[src/rtl/spi_seq_pkg.sv]
// Sequencer state encoding plus the register map and event bits of the controlled SPI controller.
package spi_seq_pkg;

    typedef enum logic [3:0] {
        S_IDLE    = 4'd0,
        S_CFG_OFF = 4'd1,
        S_CFG_ON  = 4'd2,
        S_READY   = 4'd3,
        S_POLL_NF = 4'd4,
        S_WR_TX   = 4'd5,
        S_POLL_NE = 4'd6,
        S_RD_RX   = 4'd7,
        S_SET_LST = 4'd8,
        S_POLL_LT = 4'd9,
        S_CLR_LT  = 4'd10,
        S_FAIL    = 4'd11
    } seq_state_e;

    localparam logic [31:0] OFF_CFG = 32'h20;
    localparam logic [31:0] OFF_EVT = 32'h24;
    localparam logic [31:0] OFF_LST = 32'h2C;
    localparam logic [31:0] OFF_TX  = 32'h30;
    localparam logic [31:0] OFF_RX  = 32'h34;

    localparam int BIT_EN  = 24;
    localparam int BIT_NF  = 8;
    localparam int BIT_NE  = 9;
    localparam int BIT_LT  = 14;
    localparam int BIT_LST = 22;

    localparam logic [31:0] EN_MASK  = 32'h1 << BIT_EN;
    localparam logic [31:0] LT_MASK  = 32'h1 << BIT_LT;
    localparam logic [31:0] LST_MASK = 32'h1 << BIT_LST;

endpackage

[src/rtl/apb_master_port.sv]
// Single APB transfer engine: one setup/access pair per request, completion strobe with read data and error.
module apb_master_port (
    input  logic        clk,
    input  logic        rstn,
    input  logic        req_i,
    input  logic        write_i,
    input  logic [31:0] addr_i,
    input  logic [31:0] wdata_i,
    output logic        done_o,
    output logic        slverr_o,
    output logic [31:0] rdata_o,
    output logic        psel_o,
    output logic        penable_o,
    output logic        pwrite_o,
    output logic [31:0] paddr_o,
    output logic [31:0] pwdata_o,
    input  logic [31:0] prdata_i,
    input  logic        pready_i,
    input  logic        pslverr_i
);

    localparam logic [1:0] PH_IDLE   = 2'd0;
    localparam logic [1:0] PH_SETUP  = 2'd1;
    localparam logic [1:0] PH_ACCESS = 2'd2;

    logic [1:0]  phase_q, phase_d;
    logic [31:0] addr_q, wdata_q;
    logic        write_q;

    always_comb begin
        phase_d = phase_q;
        case (phase_q)
            PH_IDLE:   if (req_i) phase_d = PH_SETUP;
            PH_SETUP:  phase_d = PH_ACCESS;
            PH_ACCESS: if (pready_i) phase_d = PH_IDLE;
            default:   phase_d = PH_IDLE;
        endcase
    end

    // Address/data are captured once per request so they stay stable through wait states.
    always_ff @(posedge clk or negedge rstn) begin
        if (!rstn) begin
            phase_q <= PH_IDLE;
            addr_q  <= '0;
            wdata_q <= '0;
            write_q <= 1'b0;
        end else begin
            phase_q <= phase_d;
            if (phase_q == PH_IDLE && req_i) begin
                addr_q  <= addr_i;
                wdata_q <= write_i ? wdata_i : '0;
                write_q <= write_i;
            end
        end
    end

    assign psel_o    = (phase_q != PH_IDLE);
    assign penable_o = (phase_q == PH_ACCESS);
    assign pwrite_o  = psel_o && write_q;
    assign paddr_o   = addr_q;
    assign pwdata_o  = pwrite_o ? wdata_q : '0;
    assign done_o    = penable_o && pready_i;
    assign slverr_o  = done_o && pslverr_i;
    assign rdata_o   = prdata_i;

endmodule

[src/rtl/spi_apb_sequencer.sv]
// Drives an SPI controller's register file over APB: configure, stream TX/RX words, close out transfers.
module spi_apb_sequencer
    import spi_seq_pkg::*;
#(
    parameter logic [31:0] BASE     = 32'h0,
    parameter int          POLL_MAX = 1023
) (
    input  logic        clk,
    input  logic        rstn,
    input  logic        start,
    input  logic [31:0] cfg_mode,
    input  logic        req_valid,
    output logic        req_ready,
    input  logic [31:0] req_wdata,
    input  logic        req_last,
    output logic        rsp_valid,
    output logic [31:0] rsp_rdata,
    output logic        busy,
    output logic        done,
    output logic        err,
    output logic        psel,
    output logic        penable,
    output logic        pwrite,
    output logic [31:0] paddr,
    output logic [31:0] pwdata,
    input  logic [31:0] prdata,
    input  logic        pready,
    input  logic        pslverr
);

    localparam int             CW        = $clog2(POLL_MAX + 1);
    localparam logic [CW-1:0]  POLL_LAST = CW'(POLL_MAX - 1);

    seq_state_e    state_q, state_d;
    logic [CW-1:0] cnt_q, cnt_d;
    logic [31:0]   mode_q, mode_d;
    logic          last_q, last_d;

    logic          acc_req, acc_write, acc_done, acc_err;
    logic [31:0]   acc_addr, acc_wdata, acc_rdata;
    logic          poll_hit, is_poll;
    seq_state_e    poll_to;

    assign is_poll = (state_q == S_POLL_NF) || (state_q == S_POLL_NE) || (state_q == S_POLL_LT);

    always_comb begin
        state_d   = state_q;
        cnt_d     = cnt_q;
        mode_d    = mode_q;
        last_d    = last_q;
        acc_req   = 1'b1;
        acc_write = 1'b0;
        acc_addr  = BASE + OFF_EVT;
        acc_wdata = '0;
        poll_hit  = 1'b0;
        poll_to   = S_READY;
        case (state_q)
            S_IDLE, S_READY: begin
                acc_req = 1'b0;
                if (start) begin
                    mode_d  = cfg_mode;
                    state_d = S_CFG_OFF;
                end else if (state_q == S_READY && req_valid) begin
                    state_d = S_POLL_NF;
                end
            end
            S_CFG_OFF: begin
                acc_write = 1'b1;
                acc_addr  = BASE + OFF_CFG;
                acc_wdata = mode_q & ~EN_MASK;
                if (acc_done) state_d = S_CFG_ON;
            end
            S_CFG_ON: begin
                acc_write = 1'b1;
                acc_addr  = BASE + OFF_CFG;
                acc_wdata = mode_q | EN_MASK;
                if (acc_done) state_d = S_READY;
            end
            S_POLL_NF: begin
                poll_hit = acc_rdata[BIT_NF];
                poll_to  = S_WR_TX;
            end
            S_WR_TX: begin
                acc_write = 1'b1;
                acc_addr  = BASE + OFF_TX;
                acc_wdata = req_wdata;
                if (acc_done) begin
                    last_d  = req_last;
                    state_d = S_POLL_NE;
                end
            end
            S_POLL_NE: begin
                poll_hit = acc_rdata[BIT_NE];
                poll_to  = S_RD_RX;
            end
            S_RD_RX: begin
                acc_addr = BASE + OFF_RX;
                if (acc_done) state_d = last_q ? S_SET_LST : S_READY;
            end
            S_SET_LST: begin
                acc_write = 1'b1;
                acc_addr  = BASE + OFF_LST;
                acc_wdata = LST_MASK;
                if (acc_done) state_d = S_POLL_LT;
            end
            S_POLL_LT: begin
                poll_hit = acc_rdata[BIT_LT];
                poll_to  = S_CLR_LT;
            end
            S_CLR_LT: begin
                acc_write = 1'b1;
                acc_addr  = BASE + OFF_EVT;
                acc_wdata = LT_MASK;
                if (acc_done) state_d = S_READY;
            end
            S_FAIL: begin
                acc_write = 1'b1;
                acc_addr  = BASE + OFF_CFG;
                acc_wdata = mode_q & ~EN_MASK;
                if (acc_done) state_d = S_IDLE;
            end
            default: begin
                acc_req = 1'b0;
                state_d = S_IDLE;
            end
        endcase
        if (is_poll && acc_done) begin
            if (poll_hit)                 state_d = poll_to;
            else if (cnt_q == POLL_LAST)  state_d = S_FAIL;
            else                          cnt_d   = cnt_q + CW'(1);
        end
        // A slave error aborts everything except the shutdown write itself.
        if (acc_err && state_q != S_FAIL) state_d = S_FAIL;
        if (state_d != state_q) cnt_d = '0;
    end

    always_ff @(posedge clk or negedge rstn) begin
        if (!rstn) begin
            state_q <= S_IDLE;
            cnt_q   <= '0;
            mode_q  <= '0;
            last_q  <= 1'b0;
        end else begin
            state_q <= state_d;
            cnt_q   <= cnt_d;
            mode_q  <= mode_d;
            last_q  <= last_d;
        end
    end

    apb_master_port u_apb (
        .clk       (clk),
        .rstn      (rstn),
        .req_i     (acc_req),
        .write_i   (acc_write),
        .addr_i    (acc_addr),
        .wdata_i   (acc_wdata),
        .done_o    (acc_done),
        .slverr_o  (acc_err),
        .rdata_o   (acc_rdata),
        .psel_o    (psel),
        .penable_o (penable),
        .pwrite_o  (pwrite),
        .paddr_o   (paddr),
        .pwdata_o  (pwdata),
        .prdata_i  (prdata),
        .pready_i  (pready),
        .pslverr_i (pslverr)
    );

    assign busy      = (state_q != S_IDLE) && (state_q != S_READY);
    assign req_ready = (state_q == S_WR_TX) && acc_done;
    assign rsp_valid = (state_q == S_RD_RX) && acc_done && !acc_err;
    assign rsp_rdata = rsp_valid ? acc_rdata : '0;
    assign done      = (state_q == S_CLR_LT) && acc_done && !acc_err;
    assign err       = (state_q == S_FAIL) && acc_done;

endmodule

[config.mk]
export PLATFORM = sky130hd
export DESIGN_NAME = spi_apb_sequencer
export DESIGN_NICKNAME = d
export VERILOG_FILES = /design/src/rtl/spi_seq_pkg.sv /design/src/rtl/apb_master_port.sv /design/src/rtl/spi_apb_sequencer.sv
export SDC_FILE = /design/constraint.sdc
export NUM_CORES = 1
export LEC_CHECK = 0
export ABC_AREA = 0
export CAP_MARGIN = 20
export CORE_MARGIN = 8
export CORE_UTILIZATION = 30
export DETAILED_ROUTE_END_ITERATION = 10
export GPL_TIMING_DRIVEN = 0
export HOLD_SLACK_MARGIN = 0.06
export SYNTH_ARGS = -nofsm -noshare
export SYNTH_HDL_FRONTEND = slang
export SYNTH_SLANG_ARGS = --single-unit
[constraint.sdc]
create_clock -name clk -period 2.2 [get_ports clk]
set_input_delay 0.55 -clock clk [delete_from_list [all_inputs] [get_ports clk]]
set_output_delay 0.55 -clock clk [all_outputs]
set_load 0.05 [all_outputs]
# ---- After elaboration in Yosys (flattened, before gate mapping)
# Index checks and enable logic that the tools add are counted.
dict set report word_totals {
  inputBits 103
  regBits 114
  n_memories 0
  mem_bits_rw 0
  elab_cells 93
  mem_bits_ro 0
  latch_bits 0
  out_inout_bits 104
}
dict set report op_classes {
  mul 0
  n_div 0
  order_cmp 0
  n_eq_ne 21
  bitwise 0
  n_shift 0
  add_sub_neg 1
  mux 30
  reduce_logical 33
}
# op count
set op_table {}
lappend op_table {{32-bit one-hot mux with 5 select lines} 1}
lappend op_table {{32-bit 2-to-1 mux} 3}
lappend op_table {{4-bit 2-to-1 mux} 13}
lappend op_table {{10-bit 2-to-1 mux} 4}
lappend op_table {{4-bit one-hot mux with 8 select lines} 1}
lappend op_table {{5-bit one-hot mux with 4 select lines} 1}
lappend op_table {{4-bit by 3-bit == test with 1-bit output (second input constant)} 4}
lappend op_table {{4-bit == test (second input constant)} 4}
lappend op_table {{1-bit logical AND} 14}
lappend op_table {{4-bit one-hot mux with 3 select lines} 1}
lappend op_table {{10-bit by 1-bit adder with 10-bit output (second input constant)} 1}
lappend op_table {{10-bit == test (second input constant)} 1}
lappend op_table {{10-bit OR reduction} 1}
lappend op_table {{4-bit by 2-bit == test with 1-bit output (second input constant)} 2}
lappend op_table {{2-bit by 1-bit inequality test with 1-bit output (second input constant)} 3}
lappend op_table {{2-bit one-hot mux with 3 select lines} 1}
lappend op_table {{2-bit AND reduction} 3}
lappend op_table {{2-bit OR reduction} 3}
lappend op_table {{3-bit OR reduction} 2}
lappend op_table {{6-bit OR reduction} 1}
lappend op_table {{4-bit by 1-bit == test with 1-bit output (second input constant)} 1}
lappend op_table {{4-bit zero test} 1}
lappend op_table {{2-bit 2-to-1 mux} 2}
lappend op_table {{4-bit by 2-bit inequality test with 1-bit output (second input constant)} 1}
lappend op_table {{other kinds (13)} 16}

# ---- Depth between registers and ports, before layout
# Gate-level depths: netlist of the first run.
dict set report depth {
  depth_word 12
  ltp_mapped 10
  ltp_nobuf 8
}

# ---- By module
# Synthesis of the first run repeated with hierarchy kept, for this count alone.
dict set report hier_totals {
  cells_unflattened 580
  hier_area_um2 6286.0
}
# mod area_per_inst_um2 cells_per_inst n_inst
set by_module_without_submodules {}
lappend by_module_without_submodules {apb_master_port 3211.8 282 1}
lappend by_module_without_submodules {spi_apb_sequencer 3074.2 298 1}

# ---- Worst setup path after synthesis of the first run
# Ideal clock, no wire load.
dict set report synth_timing {
  path_kind {input to output}
  startpoint {in pready}
  endpoint {out done}
  required_time_ns 1.650
  cell_stages 4
  t_arrival_ns 2.477
  n_path_buf 1
  path_slack_ns -0.827
  path_cell_list {and3b_1 clkbuf_1 nand2_1 nor4_1}
}
dict set report synth_via {
  elab_chain_len 4
}
# element line_no
set synth_rtl {}
lappend synth_rtl {{start, declared} spi_apb_sequencer.sv:27} ;# input logic pready,
lappend synth_rtl {{1-bit logical AND *} apb_master_port.sv:62} ;# assign done_o = penable_o && pready_i;
lappend synth_rtl {{1-bit logical AND} apb_master_port.sv:63} ;# assign slverr_o = done_o && pslverr_i;
lappend synth_rtl {{1-bit zero test} spi_apb_sequencer.sv:175} ;# assign done = (state_q == S_CLR_LT) && acc_done && !acc_err;
lappend synth_rtl {{1-bit logical AND *} spi_apb_sequencer.sv:175}
lappend synth_rtl {{end, declared} spi_apb_sequencer.sv:19} ;# output logic done,
# Mark *: on every way between the ends. The rest lies on a longest branch, timed or not.

# ---- Final worst setup path of the first run
dict set report layout_timing {
  startpoint {reg state_q[3]}
  endpoint {reg cnt_q[8]}
}
dict set report layout_via {
  elab_chain_len 12
}
# element line_no
set layout_rtl {}
lappend layout_rtl {{start, declared} spi_apb_sequencer.sv:34} ;# seq_state_e state_q, state_d;
lappend layout_rtl {{start signal, assigned} spi_apb_sequencer.sv:144} ;# state_q <= state_d;
lappend layout_rtl {{4-bit by 2-bit == test with 1-bit output} {spi_apb_sequencer.sv:57, spi_apb_sequencer.sv:63}}
lappend layout_rtl {{1-bit logical AND} spi_apb_sequencer.sv:63} ;# end else if (state_q == S_READY && req_valid) begin
lappend layout_rtl {{4-bit 2-to-1 mux} spi_apb_sequencer.sv:63}
lappend layout_rtl {{4-bit 2-to-1 mux} spi_apb_sequencer.sv:60} ;# if (start) begin
lappend layout_rtl {{4-bit one-hot mux with 8 select lines} spi_apb_sequencer.sv:57} ;# case (state_q)
lappend layout_rtl {{4-bit 2-to-1 mux} spi_apb_sequencer.sv:129} ;# else if (cnt_q == POLL_LAST) state_d = S_FAIL;
lappend layout_rtl {{4-bit 2-to-1 mux} spi_apb_sequencer.sv:128} ;# if (poll_hit) state_d = poll_to;
lappend layout_rtl {{4-bit 2-to-1 mux} spi_apb_sequencer.sv:127} ;# if (is_poll && acc_done) begin
lappend layout_rtl {{4-bit 2-to-1 mux} spi_apb_sequencer.sv:133} ;# if (acc_err && state_q != S_FAIL) state_d = S_FAIL;
lappend layout_rtl {{4-bit inequality test} spi_apb_sequencer.sv:134} ;# if (state_d != state_q) cnt_d = '0;
lappend layout_rtl {{2-bit by 1-bit inequality test with 1-bit output (no line) or 2-bit nonzero test (tied branches)} --}
lappend layout_rtl {{3-bit AND reduction (no line)} --}
lappend layout_rtl {{end signal, assigned} spi_apb_sequencer.sv:145} ;# cnt_q <= cnt_d;
lappend layout_rtl {{end, declared} spi_apb_sequencer.sv:35} ;# logic [CW-1:0] cnt_q, cnt_d;
# Parallel ways exist; a longest one is shown, timed or not.
# A chain may end at the register's enable or synchronous reset.

==> summary.md, run 1 <==
| Metric | Value |
|---|---|
| Cell seen most often among critical-path stages | `sky130_fd_sc_hd__buf_4` |
| Number of detailed-route iterations in the first pass | `4` |
| Drt total wl | `approximately 18 mm` |
| Category of the worst setup path launch point | `flop` |
| Register clock-pin slew on the reported worst setup and hold paths | `about 0.060 ns` |
| Number of placed cells counting well taps | `934` |
| Final setup skew | `between 0.007 and 0.008 ns` |
| Count of cell types in the netlist | `62` |
| All-layer global routing usage | `16.0%` |
| Sort of element at the end of the critical path | `flop` |
| Pin count of the biggest net entering global routing | `58` |
| Congestion Overflow GR | `0` |
| Maximum Capacitance Violations | `0` |
| Detail Route Antenna Nets | `0` |
| FFs w/ async S/R, synth | `100%` |
| Area enclosed by the die boundary | `0.0206 sq mm` |
| Inserted Clock Buffers | `9` |
| Insertion delay of the later-clocked pin in the worst-skew pair | `0.34 ns` |
| Final setup violation count | `76` |
| Area added between synthesis and finish | `72.6%` |
| Final cell area excluding filler cells | `0.00844 sq mm` |
| # IOs | `207` |
| Largest vdd supply drop | `506 uV` |
| Number of buffer and inverter instances along the worst setup path | `3` |
| Crit path time final | `2.57 ns` |
| Detail Placement HPWL | `12.8 mm` |
| Final cell count without fillers | `980` |
| Horizontal die dimension | `144 microns` |
| Remaining routing DRC violations | `0` |
| Vertical extent of the die | `144 microns` |
| Number of global-route vias before repair | `between 4000 and 5000` |
| Number of failing hold endpoints at the final stage | `0` |
| Synth area leaders | `sky130_fd_sc_hd__dfrtp_1, sky130_fd_sc_hd__and2_1, sky130_fd_sc_hd__mux2_1` |
| Placement-stage cell area | `slightly above 0.007 sq mm` |
| Main synth FF type | `sky130_fd_sc_hd__dfrtp_1` |
| Antenna violations before repair | `1` |
| TritonCTS Sinks | `85` |
| Total leakage power | `approximately 3.7 nW` |
| Data arrival time of the critical path | `roughly 2.8 ns` |
| FILL cells | `1411` |
| Cells traversed along the worst timing path | `buf_6 > buf_4 > or2_4 > mux2i_1 > a222oi_1 > buf_4 > nand4b_1 > mux2_4 > nor4_4` |
| Post-synthesis instance area | `0.00489 sq mm` |
| Core area | `between 0.015 and 0.02 sq mm` |
| Worst-path cell with the longest stage delay | `sky130_fd_sc_hd__mux2_4` |
| RD Place Congestion | `0.919` |
| Starting utilization of the core area | `30.8%` |
| Worst Hold Class | `input pin to async pin` |
| Worst reg-to-reg setup slack | `-0.37 ns` |
| Synthesized flop and latch total | `85` |
| Number of nets in the layout | `a little under 900` |
| Kind of cell adding the most delay to the critical path | `simple AND/OR/NAND/NOR gates` |
| Cell count after synthesis | `514` |
| Critical setup path kind | `flop to flop` |
| Data required time at the worst endpoint | `2.44 ns` |
| Worst-case headroom to the max-slew limit | `58.9%` |
| Worst-case setup margin in the final layout | `-0.370 ns` |
| Run status | `finished with violations` |
| Number of enable-type register cells in the synthesized netlist | `0` |
| CTS H-tree lvls | `3` |
| Worst Max-Slew Pin Slew | `0.608 ns` |
| Crit share post-route | `117%` |
| Share of post-route cells with drive strength above 1 | `roughly 37%` |
| # port buffers | `between 150 and 200` |
| Placement row count | `46` |
| Cell type contributing the most total cell area after synthesis | `sky130_fd_sc_hd__dfrtp_1` |
| Critical path's largest stage delay | `0.42 ns` |
| Final antenna diode count | `0` |
| Root buffer cell | `sky130_fd_sc_hd__clkbuf_16` |
| Area share of the leading cell type in the synthesized netlist | `43.5%` |
| Routed length per placed instance | `18.0 microns` |
| RSZ-0062 raised after global routing | `true` |
| Detailed-route via count | `4823` |
| CTS max path bufs | `2` |
| R2R Path Start | `state_q[3]` |
| Wire length of the first global-routing pass | `25.8 mm` |
| Crit path max fanout | `6` |
| Power Density | `1110 mW/mm^2` |
| Via-per-instance ratio | `roughly 4.9` |
| Fmax achieved | `about 400 MHz` |
| Violations in the final reports | `negative setup slack` |
| Final Max Tran Viols | `0` |
| Synth warn | `0` |
| Initial DRC count | `around 300` |
| Average cell area after synthesis | `9.51 sq um` |
| First element of the critical path | `state_q[3]` |
| Clock tree from TritonCTS | `built` |
| Register area share after synthesis | `43.5%` |
## power breakdown
part	leakage [nW]	switching, W	internal, W	total [W]
combinational	2.47	0.00305	0.00229	0.00534
sequential	1.08	0.000389	0.00223	0.00262
clock	0.135	0.000637	0.000791	0.00143
total	3.69	0.00407	0.00531	0.00939
## registers in the layout, summed over array words and instances, names as in the netlist
register / count
last_q: 1
u_apb.phase_q: 2
u_apb.wdata_q: 32
u_apb.write_q: 1
mode_q: 31
cnt_q: 10
u_apb.paddr_o: 4
state_q: 4
## synthesized netlist by cell type (3+ instances only)
cell	n
sky130_fd_sc_hd__o31ai_1	4
sky130_fd_sc_hd__a21oi_1	7
sky130_fd_sc_hd__nand3b_1	4
sky130_fd_sc_hd__xor2_1	7
sky130_fd_sc_hd__nor3_1	9
sky130_fd_sc_hd__and3_1	3
sky130_fd_sc_hd__buf_4	30
sky130_fd_sc_hd__o21ai_0	41
sky130_fd_sc_hd__dfrtp_1	85
sky130_fd_sc_hd__nand3_1	7
sky130_fd_sc_hd__mux2_2	5
sky130_fd_sc_hd__nor3b_1	3
sky130_fd_sc_hd__nand4_1	4
sky130_fd_sc_hd__nor4_1	11
sky130_fd_sc_hd__nor2_1	15
sky130_fd_sc_hd__buf_1	3
sky130_fd_sc_hd__mux2_1	30
sky130_fd_sc_hd__buf_2	7
sky130_fd_sc_hd__and2_1	65
sky130_fd_sc_hd__nand2_1	53
sky130_fd_sc_hd__mux2i_1	3
sky130_fd_sc_hd__a31oi_1	3
sky130_fd_sc_hd__nand2b_1	4
sky130_fd_sc_hd__a22oi_1	30
sky130_fd_sc_hd__clkbuf_1	21
sky130_fd_sc_hd__nor2b_1	6
sky130_fd_sc_hd__inv_1	12
## timing repair
item,CTS,global route
pin swaps,18,15
buffers inserted,10,17
hold endpoints to repair,0,0
hold buffers,0,0
resized for setup,545,126
gates cloned,2,5
endpoints found under the setup margin,146,125
## final cells by class
class / instances / area (sq um) / share of cell area [%]
timing repair buffer: 209 / 2370 / 28.1
sequential: 85 / 2130 / 25.3
multi-input combinational: 385 / 2890 / 34.2
tap: 216 / 270 / 3.20
clock inverter: 5 / 35.0 / 0.415
clock buffer: 10 / 239 / 2.83
inverter: 12 / 48.8 / 0.578
buffer: 58 / 458 / 5.43
## metrics by stage
step,worst slack [ns],utilization (%),hold WS (ns),power [W],TNS [ns]
floorplan,0.000371,-,0.254,0.00536,0
global placement,-2.55,45.1,0.452,0.00662,-307.01
detailed placement,-1.53,45.2,0.456,0.00671,-93.06
CTS,-0.373,49.4,0.132,0.00848,-13.53
global route,-0.435,53.1,0.149,0.00996,-21.94
finish,-0.370,53.1,0.130,0.00939,-17.15
## worst paths after layout
check                                         to  cells past startpoint
worst max-delay path                    cnt_q[8]                      9
worst min-delay path                   mode_q[5]                      1
worst min register to register  u_apb.wdata_q[9]                      2
max in group asynchronous       u_apb.phase_q[1]                      2
worst max register to register          cnt_q[8]                      9
min in group clk                u_apb.wdata_q[9]                      2
## layer usage
layer / vias up / part of all wire (%) / track usage, %
li1: 2242 / - / -
met1: 2289 / 41 / 18.9
met2: 261 / 46 / 25.8
met3: 29 / 11 / 5.94
met4: 2 / 1.8 / 6.47
met5: - / 0.074 / 0
## logic make-up (layout without fill, tap and decap cells)
kind of cell,after synthesis,after routing,share of synthesized area [%]
adders and majority gates,3,3,0.716
buffers and inverters,73,294,8.09
muxes,38,39,8.67
AOI/OAI and AO/OA,103,103,13.8
xor gates and xnor gates,10,10,1.94
and+or+nand+nor,201,202,23.2
other,1,28,0.0767
DFF,85,85,43.5
## cells in the final DEF (no fill, tap or decap), types with 3 or more instances in the layout
cell type and n:
sky130_fd_sc_hd__clkdlybuf4s50_1 102, sky130_fd_sc_hd__dfrtp_1 81, sky130_fd_sc_hd__and2_4 60, sky130_fd_sc_hd__nand2_1 51, sky130_fd_sc_hd__buf_4 50, sky130_fd_sc_hd__buf_8 49, sky130_fd_sc_hd__o21ai_0 40, sky130_fd_sc_hd__buf_6 34
sky130_fd_sc_hd__mux2_1 30, sky130_fd_sc_hd__a22oi_1 30, sky130_fd_sc_hd__conb_1 28, sky130_fd_sc_hd__nor2_1 12, sky130_fd_sc_hd__inv_1 11, sky130_fd_sc_hd__clkbuf_16 10, sky130_fd_sc_hd__clkbuf_2 8, sky130_fd_sc_hd__nor3_1 8
sky130_fd_sc_hd__a21oi_1 7, sky130_fd_sc_hd__xor2_1 7, sky130_fd_sc_hd__nor4_2 7, sky130_fd_sc_hd__nand3_1 6, sky130_fd_sc_hd__and2_1 5, sky130_fd_sc_hd__clkbuf_8 5, sky130_fd_sc_hd__nand3b_1 4, sky130_fd_sc_hd__buf_2 4
sky130_fd_sc_hd__nand4_1 4, sky130_fd_sc_hd__nand2b_1 4, sky130_fd_sc_hd__mux2_2 4, sky130_fd_sc_hd__dfrtp_2 4, sky130_fd_sc_hd__clkbuf_4 3, sky130_fd_sc_hd__a31oi_1 3, sky130_fd_sc_hd__nor2b_1 3, sky130_fd_sc_hd__and3_1 3
sky130_fd_sc_hd__o31ai_1 3, sky130_fd_sc_hd__nor4_4 3, sky130_fd_sc_hd__clkbuf_1 3, sky130_fd_sc_hd__dlygate4sd2_1 3, sky130_fd_sc_hd__buf_12 3
Power figures use the tool's default switching activity.
==> run 2: changes to the inputs <==
Settings changed: CORE_MARGIN 8 to 4, REMOVE_ABC_BUFFERS set to 1, SKIP_LAST_GASP set to 1.
==> summary.md, run 2 (synthesized netlist as in run 1, its figures left out) <==
| Metric | Value |
|---|---|
| Initial DRC count | `454 (+53%)` |
| Core area | `0.0159 sq mm (+0.36%)` |
| Inserted Clock Buffers | `9 (unchanged)` |
| Congestion Overflow GR | `0 (unchanged)` |
| Fmax achieved | `401 MHz (+3.1%)` |
| Capture point of the worst reg-to-reg path | `cnt_q[5]` |
| Routed length per placed instance | `19.2 microns (+7.0%)` |
| Final antenna diode count | `0 (unchanged)` |
| Critical setup path kind | `flop to output port` |
| Register clock-pin slew on the reported worst setup and hold paths | `0.07 ns (about the same)` |
| Setup_tns | `-14.89 ns (+2.26 ns)` |
| Wire length of the first global-routing pass | `25.9 mm (+0.27%)` |
| Final cell count without fillers | `961 (-1.9%)` |
| Starting utilization of the core area | `30.7% (-0.11 points)` |
| Power Density | `1210 mW/mm^2 (+9.1%)` |
| Final Max Tran Viols | `0 (unchanged)` |
| Pin count of the biggest net entering global routing | `47 (-19%)` |
| Crit path max fanout | `8 (+2)` |
| Violations in the final reports | `negative setup slack` |
| Detail Route Antenna Nets | `0 (unchanged)` |
| Drt total wl | `18.5 mm (+4.9%)` |
| Number of failing hold endpoints at the final stage | `0 (unchanged)` |
| Data arrival time of the critical path | `1.94 ns (-0.88 ns)` |
| Share of post-route cells with drive strength above 1 | `37.0% (-0.26 points)` |
| Number of nets in the layout | `845 (-2.3%)` |
| Worst Max-Slew Pin Slew | `0.618 ns (+0.0100 ns)` |
| Total chip power | `0.0105 W (+11%)` |
| CTS max path bufs | `2 (unchanged)` |
| # port buffers | `177 (+0.57%)` |
| FILL cells | `1370 (-2.9%)` |
| RD Place Congestion | `0.864 (-6.0%)` |
| Placement row count | `46 (unchanged)` |
| Crit share post-route | `113% (-3.5 points)` |
| Antenna violations before repair | `0 (-1)` |
| Final setup skew | `0.00757 ns (+0.00000963 ns)` |
| Number of global-route vias before repair | `4881 (-0.20%)` |
| Leading cell type in the layout, fill and taps excluded | `sky130_fd_sc_hd__clkdlybuf4s50_1` |
| RSZ-0062 raised after global routing | `true` |
| Run status | `finished with violations` |
| Clock tree from TritonCTS | `built` |
| Detail Placement HPWL | `10.8 mm (-16%)` |
| Final setup violation count | `109 (+43%)` |
| Data required time at the worst endpoint | `1.65 ns (-0.79 ns)` |
| R2R Path Start | `state_q[1]` |
| Worst-case setup margin in the final layout | `-0.293 ns (+0.0779 ns)` |
| Crit path time final | `2.49 ns (-0.0779 ns)` |
| CTS H-tree lvls | `3 (unchanged)` |
| Worst reg-to-reg setup slack | `-0.24 ns (+0.13 ns)` |
| Number of detailed-route iterations in the first pass | `5 (+1)` |
| Number of placed cells counting well taps | `879 (-5.9%)` |
| Worst-case headroom to the max-slew limit | `58.8% (-0.14 points)` |
| Worst Hold Class | `input pin to async pin` |
| Detailed-route via count | `4892 (+1.4%)` |
| Register with the highest flop count | `u_apb.wdata_q` |
| Insertion delay of the later-clocked pin in the worst-skew pair | `0.35 ns (about the same)` |
| TritonCTS Sinks | `85 (unchanged)` |
| Sort of element at the end of the critical path | `output port` |
| Total leakage power | `3.68 nW (-0.13%)` |
| Area added between synthesis and finish | `76.0%` |
| All-layer global routing usage | `17.9% (+1.9 points)` |
| # IOs | `207 (unchanged)` |
| Root buffer cell | `sky130_fd_sc_hd__clkbuf_16` |
| Category of the worst setup path launch point | `flop` |
| Vertical extent of the die | `136 microns (-5.6%)` |
| Number of flip-flops in the largest register | `32 (unchanged)` |
| Horizontal die dimension | `136 microns (-5.6%)` |
| Remaining routing DRC violations | `0 (unchanged)` |
| R2R cell count | `8 (-1)` |
| Commonest cells after routing, fill and taps aside | `sky130_fd_sc_hd__clkdlybuf4s50_1, sky130_fd_sc_hd__dfrtp_1, sky130_fd_sc_hd__buf_8, sky130_fd_sc_hd__and2_4, sky130_fd_sc_hd__nand2_1` |
| Registers with the most flip-flops | `u_apb.wdata_q (32), mode_q (31), cnt_q (10)` |
| Via-per-instance ratio | `5.09 (+3.4%)` |
| Area enclosed by the die boundary | `0.0184 sq mm (-11%)` |
| Maximum Capacitance Violations | `0 (unchanged)` |
| Largest vdd supply drop | `657 uV (+30%)` |
[run 2: through the flow]
stage                     hold slack (ns)  setup slack, ns  area [sq um]  util [%]
after floorplan                     0.254            -2.91          4640         -
after global placement              0.451            -3.16          6680      41.9
after detailed placement            0.461            -1.93          6830      42.9
after CTS                           0.203           -0.273          7910      49.6
after global routing                0.220           -0.352          8610      54.0
final                               0.191           -0.293          8610      54.0
[run 2: worst max-delay path, cell delays in order (launching register included)]
cell,delay [ns]
sky130_fd_sc_hd__dfrtp_2,0.45
sky130_fd_sc_hd__or2b_4,0.28
sky130_fd_sc_hd__nor4_4,0.26
sky130_fd_sc_hd__buf_6,0.18
sky130_fd_sc_hd__buf_6,0.14
sky130_fd_sc_hd__and2_4,0.15
sky130_fd_sc_hd__buf_8,0.14
[run 2: layer usage]
metal | track usage (%) | routed length, microns | up-vias
met5 | 0 | 0 | -
met4 | 5.94 | 694 | 0
met3 | 4.42 | 1080 | 65
met2 | 32.0 | 9770 | 222
met1 | 20.9 | 6920 | 2399
li1 | - | - | 2206
[run 2: timing repair]
| item | 4_1_cts | 5_1_grt |
|---|---|---|
| hold buffers | 0 | 0 |
| pin swaps | 43 | 35 |
| cloned | 5 | 5 |
| endpoints found under the setup margin | 152 | 127 |
| setup buffers | 42 | 27 |
| resized for setup | 561 | 185 |
| hold endpoints to repair | 0 | 0 |
[run 2: area by class of cell]
cell class	count	area, sq um	area share [%]
repair buffers	246	2790	32.5
inverters	12	48.8	0.567
well taps	216	270	3.14
clock inverters	5	85.1	0.989
clock buffers	11	233	2.70
flip-flops and latches	85	2140	24.9
multi-input cells	386	3040	35.3
[run 2: report_power, final]
part	switching (W)	total (W)	internal (W)
clock	0.000656	0.00166	0.00100
sequential	0.000402	0.00264	0.00224
combinational	0.00344	0.00615	0.00271
total	0.00450	0.0105	0.00595
[run 2: worst max path at each step]
stage                     slack [ns]             to             start  cells past startpoint
final                          -0.29  rsp_rdata[24]        state_q[3]                      6
after global routing           -0.35  rsp_rdata[24]        state_q[3]                      6
after CTS                      -0.27  rsp_rdata[10]  u_apb.phase_q[0]                      6
after detailed placement       -1.93  rsp_rdata[15]            pready                      6
after global placement         -3.16      rsp_valid            pready                      4
after floorplan                -2.91   rsp_rdata[0]        state_q[2]                      3
